===== src/rtl/alu_arbiter.sv =====
// alu_arbiter: shares one combinational 32-bit ALU between two requesters.
// Round-robin grant in IDLE, one EXEC cycle to capture the ALU outputs,
// then RESP holds the registered result until the consumer takes it.
// The architectural NZCV register is written only by setf requests.
module alu_arbiter #(
    parameter int DATA_W = 32,
    parameter int OP_W   = 2
) (
    input  logic              clk,
    input  logic              rst_n,
    input  logic              req0_valid,
    output logic              req0_ready,
    input  logic [OP_W-1:0]   req0_op,
    input  logic [DATA_W-1:0] req0_a,
    input  logic [DATA_W-1:0] req0_b,
    input  logic              req0_setf,
    input  logic              req1_valid,
    output logic              req1_ready,
    input  logic [OP_W-1:0]   req1_op,
    input  logic [DATA_W-1:0] req1_a,
    input  logic [DATA_W-1:0] req1_b,
    input  logic              req1_setf,
    output logic              rsp_valid,
    input  logic              rsp_ready,
    output logic              rsp_id,
    output logic [DATA_W-1:0] rsp_rslt,
    output logic [3:0]        rsp_checks,
    output logic [OP_W-1:0]   alu_ctrl,
    output logic [DATA_W-1:0] alu_in_1,
    output logic [DATA_W-1:0] alu_in_2,
    input  logic [DATA_W-1:0] alu_rslt,
    input  logic [3:0]        alu_checks,
    output logic [3:0]        flags,
    output logic              busy
);

    typedef enum logic [1:0] {
        IDLE = 2'b00,
        EXEC = 2'b01,
        RESP = 2'b10
    } state_e;

    state_e              state_q, state_d;
    logic                last_grant_q;
    logic [OP_W-1:0]     op_q;
    logic [DATA_W-1:0]   a_q, b_q;
    logic                setf_q;
    logic                id_q;
    logic                rsp_valid_q;
    logic                rsp_id_q;
    logic [DATA_W-1:0]   rsp_rslt_q;
    logic [3:0]          rsp_checks_q;
    logic [3:0]          flags_q;

    logic                grant_vld_s;
    logic                grant_id_s;
    logic                req_fire_s;
    logic                rsp_fire_s;

    // Round-robin grant: contention goes to the port that did not win last.
    always_comb begin
        grant_vld_s = 1'b0;
        grant_id_s  = 1'b0;
        if (req0_valid && req1_valid) begin
            grant_vld_s = 1'b1;
            grant_id_s  = ~last_grant_q;
        end else if (req0_valid) begin
            grant_vld_s = 1'b1;
            grant_id_s  = 1'b0;
        end else if (req1_valid) begin
            grant_vld_s = 1'b1;
            grant_id_s  = 1'b1;
        end else begin
            grant_vld_s = 1'b0;
            grant_id_s  = 1'b0;
        end
    end

    assign req_fire_s = (state_q == IDLE) && grant_vld_s;
    assign rsp_fire_s = rsp_valid_q && rsp_ready;
    assign req0_ready = req_fire_s && !grant_id_s;
    assign req1_ready = req_fire_s && grant_id_s;

    // Next-state logic: IDLE -> EXEC on accept, EXEC -> RESP, RESP -> IDLE on take.
    always_comb begin
        state_d = state_q;
        case (state_q)
            IDLE: begin
                if (req_fire_s) begin
                    state_d = EXEC;
                end else begin
                    state_d = IDLE;
                end
            end
            EXEC: state_d = RESP;
            RESP: begin
                if (rsp_fire_s) begin
                    state_d = IDLE;
                end else begin
                    state_d = RESP;
                end
            end
            default: state_d = IDLE;
        endcase
    end

    // State register.
    always_ff @(posedge clk or negedge rst_n) begin
        if (!rst_n) begin
            state_q <= IDLE;
        end else begin
            state_q <= state_d;
        end
    end

    // Request latch: operands are sampled only on the accept edge and then
    // held, so the ALU inputs stay stable in every state.
    always_ff @(posedge clk or negedge rst_n) begin
        if (!rst_n) begin
            op_q         <= {OP_W{1'b0}};
            a_q          <= {DATA_W{1'b0}};
            b_q          <= {DATA_W{1'b0}};
            setf_q       <= 1'b0;
            id_q         <= 1'b0;
            last_grant_q <= 1'b1;
        end else if (req_fire_s) begin
            op_q         <= grant_id_s ? req1_op   : req0_op;
            a_q          <= grant_id_s ? req1_a    : req0_a;
            b_q          <= grant_id_s ? req1_b    : req0_b;
            setf_q       <= grant_id_s ? req1_setf : req0_setf;
            id_q         <= grant_id_s;
            last_grant_q <= grant_id_s;
        end
    end

    // Response and flag capture: ALU outputs are taken verbatim in EXEC.
    always_ff @(posedge clk or negedge rst_n) begin
        if (!rst_n) begin
            rsp_valid_q  <= 1'b0;
            rsp_id_q     <= 1'b0;
            rsp_rslt_q   <= {DATA_W{1'b0}};
            rsp_checks_q <= 4'b0000;
            flags_q      <= 4'b0000;
        end else if (state_q == EXEC) begin
            rsp_valid_q  <= 1'b1;
            rsp_id_q     <= id_q;
            rsp_rslt_q   <= alu_rslt;
            rsp_checks_q <= alu_checks;
            if (setf_q) begin
                flags_q <= alu_checks;
            end
        end else if (rsp_fire_s) begin
            rsp_valid_q <= 1'b0;
        end
    end

    assign alu_ctrl   = op_q;
    assign alu_in_1   = a_q;
    assign alu_in_2   = b_q;
    assign rsp_valid  = rsp_valid_q;
    assign rsp_id     = rsp_id_q;
    assign rsp_rslt   = rsp_rslt_q;
    assign rsp_checks = rsp_checks_q;
    assign flags      = flags_q;
    assign busy       = (state_q != IDLE);

endmodule


===== config.mk =====
export PLATFORM = sky130hd
export DESIGN_NAME = alu_arbiter
export DESIGN_NICKNAME = d
export VERILOG_FILES = /design/src/rtl/alu_arbiter.sv
export SDC_FILE = /design/constraint.sdc
export NUM_CORES = 1
export LEC_CHECK = 0
export BUFFER_PORTS_ARGS = -buffer_cell sky130_fd_sc_hd__buf_4
export CAP_MARGIN = 20
export CORE_ASPECT_RATIO = 1.25
export CORE_MARGIN = 5
export CORE_UTILIZATION = 48
export CTS_BUF_LIST = sky130_fd_sc_hd__clkbuf_16
export DETAILED_ROUTE_END_ITERATION = 12
export MAX_ROUTING_LAYER = met4
export PLACE_DENSITY = 0.86
export SLEW_MARGIN = 0
export SYNTH_ARGS = -nofsm -noshare
export SYNTH_HDL_FRONTEND = slang
export SYNTH_SLANG_ARGS = --single-unit

===== constraint.sdc =====
create_clock -name clk -period 3.55 [get_ports clk]
set_input_delay 0.1775 -clock clk [delete_from_list [all_inputs] [get_ports clk]]
set_output_delay 0.1775 -clock clk [all_outputs]
set_load 0.02 [all_outputs]

==> flow_summary_export.csv, run 1 <==
group,metric,value,unit
outcome,outcome,"completed",
place,placed_area,7210,um^2
power,combPwrFrac,0.474,
global_routing,grt_max_degree,74,
power,powerDensity,952,nW/um^2
setup_path,crit_buf_inv,3,
layout,final_cells,899,
layout,finalNetCount,932,
yosys,synth_cell_type_count,20,
clock_network,tritoncts,"yes",
floorplan,core_area,10200,um^2
routing,wl_per_cell,19.7,um
yosys,synth-seq-cells,113,
place,gp_congestion,0.798,
routing,detail_route.vias_per_cell,5.39,
sta,rsz0062_at_grt,"false",
sta,finalHoldViolCount,0,
sta,timing.final.crit_share,0.715,
setup_path,crit_fanout,39,
clock_network,clk_path_buf_depth,2,
yosys,synth-warning-count,0,
power,p_sw_frac,0.393,
clock_network,numCtsBuffers,17,
clock_network,post_cts_buffers,0,
clock_network,root_buffer,"clkbuf_16",
layout,n_fill_cell,641,
setup_path,critPathTopFamily,"buffers and inverters",
sta,maxSlewViolCount,0,
clock_network,clkLatencyLatePin,0.40,ns
clock_network,ctsResizeCount,0,
flow_run,max_cap_violations,0,
setup_path,crit_type,"reg -> out",
sta,fin_worst_skew,0.00915,ns
yosys,synth_top_area_cell,"dfrtp_1",
yosys,synthTopCellsByArea,"dfrtp_1 (56%), o221ai_1 (12%), inv_1 (10%)",
setup_path,reg2reg_from,"state_q[0]",
sta,setup_viol,0,
global_routing,gr-total-overflow,0,
sta,whs,0.0122,ns
setup_path,slowest_stage,"nand3_2",
sta,fmax,394,MHz
power,total_leakage_power,4.24,nW
routing,drc,0,
floorplan,initial_core_util,0.494,
routing,drt_wl_total,17700,um
setup_path,crit_path_end_kind,"output port",
setup_path,crit_start,"state_q[0]",
yosys,syn_area,5010,um^2
global_routing,grt_pass1_vias,5152,
routing,drtIter0Drc,215,
power,net-switching-power,2.92,mW
yosys,synth_fp_nets,650,
routing,vias,4845,
layout,layout.core_utilization,0.769,
yosys,yosysSeqAreaShare,0.564,
layout,area_delta_synth_final,55.8,%
clock_network,clk_pin_slew,0.05,ns
sta,final.setup.worst_slack,1.01,ns
clock_network,htree_levels,4,
power,internal-power,4.52,mW
sta,slew_headroom,0.287,
setup_path,cp_common_cell,"buf_4",
floorplan,io_pins,286,
power,power,7.44,mW
floorplan,die_y,124,um
power,irDropWorstVdd,0.000483,V
place,portBuffers,285,
layout,final_area,7810,um^2
layout,drive_gt1_frac,0.474,
setup_path,start_kind,"flip-flop",
sta,tightest_slew,1.07,ns
global_routing,track_usage,0.282,
layout,n_antenna_cell,0,
place,dp.cells,862,
clock_network,clock-sinks,113,
setup_path,path_cells,"nor2_4 > nand3_2 > buf_4 > inv_1 > buf_4",
power,seqPwrFrac,0.315,
routing,first_pass_iters,5,
yosys,synth_top_area_frac,0.559,
setup_path,critPathMaxStageDelay,0.56,ns
floorplan,die_w,101,um
power,clkPwrFrac,0.211,
yosys,syn_area_per_cell,10.6,um^2
floorplan,dieArea,12600,um^2
sta,setup_tns,0,ns
setup_path,cp.required,3.37,ns
worst_hold_path,hp-start,"alu_rslt[19]",
place,hpwl,12500,um
clock_network,ctsHoldBuffers,3,
worst_hold_path,min_path_type,"in -> reg",
sta,fin_crit,2.54,ns
global_routing,grt_pass1_wl,26900,um
global_routing,antenna_found_initial,0,
setup_path,arrival,2.36,ns
floorplan,rows,41,
yosys,synthCells,475,
routing,ant_nets,0,
place,pre_cts_ws,1.44,ns
state kept, by name, summed over array words and instances (netlist names):
name / count
alu_in_1: 32
rsp_checks: 4
alu_in_2: 32
id_q: 1
setf_q: 1
rsp_rslt: 32
flags: 4
last_grant_q: 1
rsp_valid: 1
alu_ctrl: 2
rsp_id: 1
state_q: 2
power groups by stage:
stage / Sequential [mW] / Clock [mW] / Combinational [mW]
after floorplan: 3.01 / 0 / 1.25
after global placement: 2.28 / 0 / 3.39
after detailed placement: 2.32 / 0 / 3.51
after CTS: 2.33 / 1.59 / 3.54
after global routing: 2.41 / 1.66 / 3.75
final: 2.34 / 1.57 / 3.53
final cells by class:
| cell class | instances | area [um^2] | share of cell area |
|---|---|---|---|
| Inverter | 138 | 518 | 0.0663 |
| Clock inverter | 15 | 126 | 0.0162 |
| Timing Repair Buffer | 295 | 2230 | 0.285 |
| Multi-Input combinational cell | 192 | 1520 | 0.195 |
| Tap cell | 129 | 161 | 0.0207 |
| Sequential cell | 113 | 2830 | 0.362 |
| Clock buffer | 17 | 425 | 0.0545 |
cell usage after synthesis, drive strengths merged:
cell	count
nand2	5
nand3b	2
nand2b	2
nand3	2
o221ai	67
o21ai	70
mux2	41
clkbuf	24
nor2	3
buf	8
inv	138
dfrtp	112
dfstp	1
path summary, 6_finish.rpt:
kind	to	slack (ns)	cells past startpoint
setup / recovery	req1_ready	1.01	5
hold / removal	rsp_rslt[19]	0.01	2
setup reg to reg	alu_in_2[11]	1.51	4
hold reg to reg	last_grant_q	0.49	2
max in group asynchronous	alu_in_2[4]	2.15	3
min in group asynchronous	alu_in_2[28]	0.46	2
per-layer routing:
metal  GRT usage  routed length [um]  vias to the layer above  part of all wire
met4       0.104                 556                        0             0.031
met3      0.0734                1600                       44             0.090
li1            -                   -                     2167                 -
met5           -                   0                        -                 0
met1       0.312                6240                     2352              0.35
met2       0.480                9320                      282              0.53
cell families after synthesis:
logic type      share of synthesized area
compound gates                      0.187
simple gates                       0.0175
flops                               0.564
mux                                0.0981
buf+inv                             0.133
placed cells by master (no fill, tap or decap), types with 8 or more instances in the layout:
| master | instances |
|---|---|
| o221ai_1 | 67 |
| inv_1 | 138 |
| mux2_2 | 33 |
| mux2_4 | 8 |
| buf_4 | 290 |
| clkbuf_16 | 17 |
| o21ai_0 | 58 |
| dfrtp_1 | 112 |
| o21ai_1 | 12 |
No activity file was read; power rests on OpenSTA's default activity.
==> run 2, diff against run 1 <==
--- a/config.mk
+++ b/config.mk
@@ -5,15 +5,16 @@
 export SDC_FILE = /design/constraint.sdc
 export NUM_CORES = 1
 export LEC_CHECK = 0
+export ABC_AREA = 1
 export BUFFER_PORTS_ARGS = -buffer_cell sky130_fd_sc_hd__buf_4
 export CAP_MARGIN = 20
 export CORE_ASPECT_RATIO = 1.25
 export CORE_MARGIN = 5
-export CORE_UTILIZATION = 48
+export CORE_UTILIZATION = 45
 export CTS_BUF_LIST = sky130_fd_sc_hd__clkbuf_16
 export DETAILED_ROUTE_END_ITERATION = 12
 export MAX_ROUTING_LAYER = met4
-export PLACE_DENSITY = 0.86
+export PLACE_DENSITY = 0.81
 export SLEW_MARGIN = 0
 export SYNTH_ARGS = -nofsm -noshare
 export SYNTH_HDL_FRONTEND = slang
==> constraint.sdc (replaced) <==
create_clock -name clk -period 2.65 [get_ports clk]
set_input_delay 0.1325 -clock clk [delete_from_list [all_inputs] [get_ports clk]]
set_output_delay 0.1325 -clock clk [all_outputs]
set_load 0.02 [all_outputs]
==> run 2 against run 1 <==
Compared with the run above: core utilization down 3.1 points; largest power group unchanged; count of clock-buffer cells in the layout stayed put; hold slack better by 0.0016 ns.
==> flow_summary_export.csv, run 2 <==
group,metric,value,unit
outcome,outcome,"completed",
sta,fin_worst_skew,0.0110,ns
layout,area_delta_synth_final,62.4,%
routing,drc,0,
sta,slew_headroom,0.498,
power,total_leakage_power,4.88,nW
routing,ant_nets,0,
floorplan,core_area,11500,um^2
clock_network,numCtsBuffers,17,
yosys,synth_commonest_cells,"nand2_1 (447), dfrtp_1 (112), nand3_1 (68)",
power,clkPwrFrac,0.227,
global_routing,grt_pass1_wl,29000,um
layout,finalNetCount,1191,
layout,drive_gt1_frac,0.320,
routing,first_pass_iters,5,
yosys,synth_top_flop_cell,"dfrtp_1",
clock_network,ctsResizeCount,0,
power,irDropWorstVdd,0.000525,V
clock_network,clkLatencyLatePin,0.41,ns
power,seqPwrFrac,0.303,
setup_path,crit_path_end_kind,"output port",
layout,n_antenna_cell,0,
clock_network,htree_levels,4,
yosys,synthCells,700,
power,powerDensity,1200,nW/um^2
layout,layout_commonest_cell,"nand2_1",
setup_path,crit_type,"reg -> out",
floorplan,dieArea,13800,um^2
sta,maxSlewViolCount,0,
place,placed_area,7390,um^2
floorplan,initial_core_util,0.454,
floorplan,rows,44,
floorplan,io_pins,286,
layout,final_cell_mix,"nand2_1 (445), buf_4 (293), dfrtp_1 (112), nand3_1 (68), dlygate4sd3_1 (46)",
routing,wl_per_cell,16.4,um
yosys,synthTopCellsByArea,"dfrtp_1 (54%), nand2_1 (32%), nand3_1 (6.5%)",
yosys,async_flop_share,1.00,
yosys,synth.most_common_cell,"nand2_1",
sta,timing.final.crit_share,0.777,
setup_path,arrival,1.93,ns
clock_network,clock-sinks,113,
power,internal-power,5.94,mW
clock_network,clk_path_buf_depth,2,
worst_hold_path,min_path_type,"in -> reg",
clock_network,root_buffer,"clkbuf_16",
place,hpwl,12300,um
yosys,synth-warning-count,0,
yosys,synth_fp_nets,875,
clock_network,clk_pin_slew,0.05,ns
sta,setup_viol,0,
layout,final_cells,1166,
routing,drt_wl_total,19100,um
global_routing,antenna_found_initial,0,
yosys,syn_area,5200,um^2
sta,setup_tns,0,ns
clock_network,tritoncts,"yes",
routing,detail_route.vias_per_cell,4.89,
sta,finalHoldViolCount,0,
setup_path,crit_fanout,57,
sta,fmax,486,MHz
yosys,synth_cell_type_count,14,
flow_run,max_cap_violations,0,
power,combPwrFrac,0.470,
sta,tightest_slew,0.752,ns
global_routing,track_usage,0.280,
power,p_sw_frac,0.417,
setup_path,start_kind,"flip-flop",
sta,fin_crit,2.06,ns
global_routing,gr-total-overflow,0,
global_routing,grt_max_degree,71,
place,gp_congestion,0.884,
layout,final_area,8450,um^2
floorplan,die_w,106,um
routing,vias,5704,
routing,drtIter0Drc,347,
yosys,synth_enable_flop_cells,0,
yosys,synth-seq-cells,113,
global_routing,grt_pass1_vias,5669,
place,dp.cells,1089,
yosys,synth_top_area_cell,"dfrtp_1",
yosys,yosysSeqAreaShare,0.544,
setup_path,cp.required,2.52,ns
power,net-switching-power,4.24,mW
yosys,synth_top_area_frac,0.539,
place,portBuffers,285,
sta,rsz0062_at_grt,"false",
floorplan,die_y,130,um
yosys,syn_area_per_cell,7.43,um^2
==> run 2: cell count changes after synthesis, sizes merged, moves of 22 or more <==
cell    before  now
buf          8   30
nand2        5  447
nand3        2   68
mux2        41    0
o21ai       70   12
o221ai      67    0
inv        138   11
==> run 2: cells by family (layout without fill, tap and decap cells) <==
group,Yosys count,count (layout),share of synthesized area
buffers and inverters,54,382,0.0505
DFF,113,113,0.544
AOI/OAI and AO/OA,12,12,0.0123
and+or+nand+nor,521,521,0.394
==> run 2: repair_timing <==
action | 4_1_cts | 5_1_grt
hold endpoints to repair | 90 | 0
hold buffers | 46 | 0
buffers inserted | 0 | 0
==> run 2: final timing paths <==
kind / from / end / slack [ns] / depth (start not counted)
max: last_grant_q / req0_ready / 0.59 / 6
min: req0_a[2] / alu_in_1[2] / 0.01 / 5
max reg2reg: last_grant_q / id_q / 0.97 / 6
min reg2reg: rsp_rslt[31] / rsp_rslt[31] / 0.47 / 2
max in group asynchronous: rst_n / setf_q / 1.56 / 3
min in group asynchronous: rst_n / rsp_rslt[26] / 0.31 / 2
==> run 2: layout make-up <==
class | count | area [um^2]
Fill cell | 843 | 3000
Sequential cell | 113 | 2830
Timing Repair Buffer | 340 | 2680
Multi-Input combinational cell | 533 | 2130
Clock buffer | 17 | 425
Tap cell | 138 | 173
Clock inverter | 14 | 171
Inverter | 11 | 41.3
==> run 2: critical path, cell delays in order, from the launching register on <==
cell	delay, ns
dfstp_2	0.53
nand2_2	0.06
nand2_2	0.06
buf_4	0.49
inv_1	0.09
nor2_1	0.11
buf_4	0.16
==> run 2: metal layers <==
| metal | vias up | part of all wire | track usage |
|---|---|---|---|
| met4 | 0 | 0.017 | 0.0968 |
| met1 | 2637 | 0.39 | 0.318 |
| met2 | 256 | 0.52 | 0.482 |
| met5 | - | 0 | - |
| met3 | 23 | 0.080 | 0.0713 |
| li1 | 2788 | - | - |
==> run 2: power by group through the flow <==
stage / sequential, mW / clock (mW) / combinational [mW]
after floorplan: 3.98 / 0 / 1.68
final: 3.08 / 2.31 / 4.78
after CTS: 3.05 / 2.34 / 4.76
after global placement: 3.03 / 0 / 4.60
after global routing: 3.18 / 2.42 / 5.20
after detailed placement: 3.05 / 0 / 4.70
==> run 2: stage by stage <==
| stage | hold WS [ns] | power [mW] | setup slack (ns) | util |
|---|---|---|---|---|
| floorplan | -0.163 | 5.66 | 1.18 | - |
| global placement | 0.179 | 7.63 | 0.984 | 0.646 |
| detailed placement | 0.193 | 7.74 | 0.954 | 0.646 |
| CTS | 0.0000525 | 10.1 | 0.588 | 0.738 |
| global route | 0.0188 | 10.8 | 0.506 | 0.738 |
| finish | 0.0138 | 10.2 | 0.591 | 0.738 |
